### src/rtl/cpu_pkg.sv
// Shared CPU definitions: address-width / reset-vector defaults and the
// program-counter run-control state encoding.
package cpu_pkg;

  localparam int          ADDR_W_DEF    = 24;
  localparam logic [23:0] RESET_VEC_DEF = 24'h000000;

  typedef enum logic [1:0] {
    BOOT   = 2'd0,
    RUN    = 2'd1,
    HALTED = 2'd2
  } run_state_t;

endpackage

### src/rtl/return_stack.sv
// Circular return-address stack. Push when full overwrites the oldest entry;
// pop when empty leaves the stack untouched. Both events raise sticky flags.
module return_stack
  import cpu_pkg::*;
#(
  parameter int ADDR_W = ADDR_W_DEF,
  parameter int DEPTH  = 4
) (
  input  logic              clk,
  input  logic              rst_n,
  input  logic              push,
  input  logic              pop,
  input  logic [ADDR_W-1:0] data,
  output logic [ADDR_W-1:0] top,
  output logic              full,
  output logic              empty,
  output logic              overflow,
  output logic              underflow
);

  localparam int PW = (DEPTH > 1) ? $clog2(DEPTH) : 1;

  logic [DEPTH-1:0][ADDR_W-1:0] mem;
  logic [PW-1:0]                ptr;
  logic [PW-1:0]                top_idx;
  logic [PW:0]                  count;

  // ptr always names the next slot to write; once full, that slot is the oldest
  assign top_idx = ptr - PW'(1);
  assign top     = mem[top_idx];
  assign full    = (count == (PW+1)'(DEPTH));
  assign empty   = (count == '0);

  always_ff @(posedge clk) begin
    if (!rst_n) begin
      ptr       <= '0;
      count     <= '0;
      overflow  <= 1'b0;
      underflow <= 1'b0;
    end else if (push) begin
      mem[ptr] <= data;
      ptr      <= ptr + PW'(1);
      if (full) overflow <= 1'b1;
      else      count    <= count + (PW+1)'(1);
    end else if (pop) begin
      if (empty) begin
        underflow <= 1'b1;
      end else begin
        ptr   <= top_idx;
        count <= count - (PW+1)'(1);
      end
    end
  end

endmodule

### src/rtl/pc_unit.sv
// Program-counter stage with BOOT/RUN/HALTED run control.
// Define PC_RAS_EN to build the return-address stack for Call/Return.
module pc_unit
  import cpu_pkg::*;
#(
  parameter int                ADDR_W    = ADDR_W_DEF,
  parameter logic [ADDR_W-1:0] RESET_VEC = ADDR_W'(RESET_VEC_DEF),
  parameter int                RAS_DEPTH = 4
) (
  input  logic              Clock,
  input  logic              Reset,
  input  logic              Stall,
  input  logic              Halt,
  input  logic              Jump,
  input  logic              Call,
  input  logic [ADDR_W-1:0] JumpTarget,
  input  logic              Return,
  input  logic              Branch,
  input  logic [ADDR_W-1:0] BranchTarget,
  output logic [ADDR_W-1:0] PC,
  output logic [ADDR_W-1:0] PCPlus1,
  output logic              Running,
  output logic              RasOverflow,
  output logic              RasUnderflow
);

  run_state_t        state, state_nxt;
  logic [ADDR_W-1:0] pc_q, pc_nxt, pc_plus1;

  assign pc_plus1 = pc_q + ADDR_W'(1);
  assign PC       = pc_q;
  assign PCPlus1  = pc_plus1;
  assign Running  = (state == RUN);

`ifdef PC_RAS_EN
  logic              ras_push, ras_pop;
  logic [ADDR_W-1:0] ras_top;
  logic              ras_full, ras_empty;
  logic              unused_full;

  return_stack #(
    .ADDR_W (ADDR_W),
    .DEPTH  (RAS_DEPTH)
  ) u_ras (
    .clk       (Clock),
    .rst_n     (Reset),
    .push      (ras_push),
    .pop       (ras_pop),
    .data      (pc_plus1),
    .top       (ras_top),
    .full      (ras_full),
    .empty     (ras_empty),
    .overflow  (RasOverflow),
    .underflow (RasUnderflow)
  );

  assign unused_full = ras_full;
`else
  localparam int unused_depth = RAS_DEPTH;
  logic unused_return;

  assign unused_return = Return;
  assign RasOverflow   = 1'b0;
  assign RasUnderflow  = 1'b0;
`endif

  always_comb begin
    state_nxt = state;
    pc_nxt    = pc_q;
`ifdef PC_RAS_EN
    ras_push  = 1'b0;
    ras_pop   = 1'b0;
`endif
    case (state)
      BOOT:    state_nxt = RUN;
      RUN: begin
        if (!Stall) begin
          if (Halt) begin
            state_nxt = HALTED;
          end else if (Jump || Call) begin
            pc_nxt = JumpTarget;
`ifdef PC_RAS_EN
            // Call wins over a simultaneous Return: push only, no pop
            ras_push = Call;
          end else if (Return) begin
            ras_pop = 1'b1;
            pc_nxt  = ras_empty ? pc_plus1 : ras_top;
`endif
          end else if (Branch) begin
            pc_nxt = BranchTarget;
          end else begin
            pc_nxt = pc_plus1;
          end
        end
      end
      HALTED:  state_nxt = HALTED;
      default: state_nxt = BOOT;
    endcase
  end

  always_ff @(posedge Clock) begin
    if (!Reset) begin
      state <= BOOT;
      pc_q  <= RESET_VEC;
    end else begin
      state <= state_nxt;
      pc_q  <= pc_nxt;
    end
  end

endmodule

### config.mk
export PLATFORM = sky130hd
export DESIGN_NAME = pc_unit
export DESIGN_NICKNAME = d
export VERILOG_FILES = /design/src/rtl/cpu_pkg.sv /design/src/rtl/return_stack.sv /design/src/rtl/pc_unit.sv
export SDC_FILE = /design/constraint.sdc
export NUM_CORES = 1
export LEC_CHECK = 0
export BUFFER_PORTS_ARGS = -buffer_cell sky130_fd_sc_hd__buf_4
export CAP_MARGIN = 10
export CORE_MARGIN = 2
export CORE_UTILIZATION = 30
export CTS_BUF_LIST = sky130_fd_sc_hd__clkbuf_4 sky130_fd_sc_hd__clkbuf_8
export CTS_CLUSTER_DIAMETER = 120
export CTS_CLUSTER_SIZE = 12
export DETAILED_ROUTE_END_ITERATION = 8
export GPL_TIMING_DRIVEN = 1
export PLACE_DENSITY = 0.58
export SKIP_CTS_REPAIR_TIMING = 1
export SLEW_MARGIN = 10
export SYNTH_ARGS = -nofsm -noshare
export SYNTH_HDL_FRONTEND = slang
export SYNTH_SLANG_ARGS = --single-unit
### constraint.sdc
create_clock -name Clock -period 2.6 [get_ports Clock]
set_input_delay 0.26 -clock Clock [delete_from_list [all_inputs] [get_ports Clock]]
set_output_delay 0.26 -clock Clock [all_outputs]
set_load 0.005 [all_outputs]
==> summary.md <==
| Metric | Value |
|---|---|
| Max Fclk | `417.2 MHz` |
| Reg2reg end | `PC[18]` |
| Avg Cell Area, Syn | `between 7 and 8 sq um` |
| FF-to-FF path depth | `7` |
| Per-cell routed wire length | `around 15 microns` |
| Vias in the first global route | `2,212` |
| Final net count | `about 440` |
| Die span in y | `86.00 microns` |
| Area growth syn-to-layout | `45.60%` |
| Die width | `~86 microns` |
| Initial antenna violation count | `0` |
| Diode count | `0` |
| ANT nets after route | `0` |
| Die area | `approximately 7400 sq um` |
| RSZ-0062 raised after global routing | `false` |
| Slew HR | `~45%` |
| Drt total wl | `between 7000 and 8000 microns` |
| Largest net degree at the start of global routing | `39` |
| XOR/XNOR Fraction of Synth Area | `under 10%` |
| Synth Cell Area | `2017 sq um` |
| Startpoint types | `flop` |
| DR vias | `2,439` |
| #FFs+latches synth | `26` |
| I/O Buffers | `about 100` |
| Clock skew | `about 0.0037 ns` |
| Cell Pwr Density | `~430 nW/um^2` |
| P_leak | `~1.3 nW` |
| CTS root buf | `clkbuf_8` |
| Hold_ws | `~0.25 ns` |
| Post-synthesis sequential area ratio | `between 20 and 30%` |
| Worst setup path end | `PCPlus1[22]` |
| # rows | `29` |
| Clock transition at path regs | `0.09 ns` |
| Routability congestion estimate | `slightly below 0.8` |
| Max-Cap Viols | `0` |
| Critical Path RT | `~2.3 ns` |
| Post-synthesis mux area share | `0.9926%` |
| Tightest Pin Transition | `approximately 0.83 ns` |
| Starting Density | `31.40%` |
| GRT Overall Usage | `18.39%` |
| Worst setup path startpoint | `PC[0]` |
| First-pass GRT wire length | `approximately 11,000 microns` |
| Layout cells sized above 1 | `about a third` |
| Peak fanout along the critical path | `8` |
| R2R Path Start | `PC[0]` |
| Synthesis Warnings | `0` |
| Final Core Density | `a little under half` |
| Synth unique cells | `50` |
| TritonCTS clock tree | `yes` |
| Fin crit share | `~90%` |
| Residual DRC count | `0` |
| Cts bufs inserted | `3` |
| Synth Flop Type | `dfxtp_1` |
| Async S/R FF share, synth | `0%` |
| Synthesized instance count | `283` |
| Skew-Pair Late Insertion Delay | `~0.27 ns` |
| GRT overflow | `0` |
| EDFF count, synth | `0` |
| Ports | `between 100 and 150` |
| H-tree levels | `1` |
| CP Capture Type | `output port` |
| FF-to-FF setup slack | `about 0.44 ns` |
| Vias/cell | `about 5.3` |
| Compound-Gate Fraction of Synth Area | `28.66%` |
| Post-Route Setup TNS | `0 ns` |
| Clock sinks | `26` |
| First-pass DRT Iterations | `4` |
| Endpoints failing hold | `0` |
| Core ar. | `between 6000 and 7000 sq um` |
| Clk buf depth | `2` |
| Peak supply drop | `206.5 uV` |
| Worst EP arrival | `2.14 ns` |
| Fin. max-slew vios | `0` |
| Hpwl dp | `a little over 5000 microns` |
| Setup CP Type | `flop to output port` |
| Area share of fa/ha/maj cells after synthesis | `under 10%` |
| Simple-gate share of the synthesized area | `around a quarter` |
| Type of the worst min-delay path | `primary input to flop` |
| Initial drt markers | `between 100 and 150` |
| Final setup vio count | `0` |
| Outcome | `finished clean` |
| Min Clock Period, post-route | `between 2 and 2.5 ns` |
| Largest family of logic cells by synthesized area | `compound AO/OA/AOI/OAI gates` |
[final cells by class]
class / instances / area (sq um)
fillers: 694 / 3486
multi-input cells: 224 / 1371
repair buffers: 113 / 848.3
flip-flops and latches: 26 / 520.5
well taps: 77 / 96.34
clock buffers: 4 / 55.05
inverters: 12 / 45.04
[worst min-delay path by stage]
stage | from | to | cells past startpoint
6_report | JumpTarget[6] | PC[6] | 3
2_1_floorplan | JumpTarget[6] | PC[6] | 2
3_3_place_gp | PC[14] | PC[14] | 2
4_1_cts | JumpTarget[6] | PC[6] | 3
3_5_place_dp | PC[14] | PC[14] | 2
5_1_grt | JumpTarget[6] | PC[6] | 3
[metal layers]
metal | vias to the layer above | wire (microns) | track usage (%)
li1 | 1220 | - | -
met1 | 1128 | 3332 | 25.60
met2 | 85 | 3130 | 29.39
met3 | 6 | 534 | 4.620
met4 | 0 | 45 | 2.453
met5 | - | 0 | 0
[registers in the layout, summed over array words and instances, names as in the netlist]
register / count
PC: 24
state: 2
[placed cells by master (no fill, tap or decap), drive strengths merged, types with 3 or more instances in the layout]
master,synthesis,layout
nand2,28,28
clkbuf,17,4
o31a,3,3
a211oi,5,5
nor3,4,4
nand4,7,7
o211ai,4,4
nor2,21,21
inv,12,12
dfxtp,26,26
a31oi,4,4
ha,3,3
nand2b,3,3
o21ai,19,19
nand3,14,14
xnor2,15,15
and3,9,9
and4,3,3
o32ai,3,3
xor2,7,7
a21oi,29,29
o22ai,3,3
a22oi,3,3
nor2b,5,5
buf,5,113
[cell families (layout without fill, tap and decap cells)]
logic type               Yosys count  in the layout
multiplexers                       2              2
XOR/XNOR                          22             22
adder cells (fa/ha/maj)            3              3
other                              1              2
AND/OR/NAND/NOR                  104            104
flip-flops                        26             26
buffers and inverters             34            129
AO/OA/AOI/OAI                     91             91
[cell usage after synthesis, drive strengths merged, types with 2 or more instances]
cell type  number  area (sq um)
a31oi           4         25.02
o21a            2         15.01
and4            3         26.28
clkbuf         17         63.81
o221ai          2         17.52
and3            9         56.30
xor2            7         61.31
o22ai           3         18.77
nor3            4         20.02
or4             2         15.01
o31ai           2         15.01
buf             5         28.77
a221o           2         20.02
o32ai           3         26.28
a21boi          2         15.01
nand2b          3         18.77
nand2          28         105.1
ha              3         37.54
nand4           7         43.79
nor2           21         78.83
o21ai          19         95.09
xnor2          15         131.4
dfxtp          26         520.5
nor2b           5         31.28
nor3b           2         15.01
a211oi          5         37.54
mux2i           2         20.02
nand3          14         75.07
o211ai          4         30.03
a22oi           3         22.52
o31a            3         26.28
a21oi          29         145.1
inv            12         45.04
nor4            2         12.51
[stage by stage]
| stage | std cells | worst slack (ns) | area (sq um) | power (mW) |
|---|---|---|---|---|
| final | 456 | 0.2029 | 2937 | 1.255 |
| after global routing | 456 | 0.004901 | 2937 | 1.344 |
| after global placement | 452 | 0.4275 | 2878 | 0.9889 |
| after floorplan | 284 | 0.5539 | 2021 | 0.7478 |
| after CTS | 456 | 0.1206 | 2933 | 1.272 |
| after detailed placement | 452 | 0.3735 | 2878 | 0.9988 |
[power by group]
part	internal [mW]	leakage (nW)	switching (mW)
combinational	0.256	1.07	0.219
clock	0.136	0.0288	0.132
sequential	0.448	0.211	0.0644
[critical path, stage by stage (launching register included)]
cell and delay, ns:
dfxtp_1 0.48, ha_1 0.23, nand3_1 0.23, nor4_1 0.25
buf_4 0.18, and3_1 0.22, xor2_1 0.15, buf_4 0.12
(Power assumes the default switching activity.)
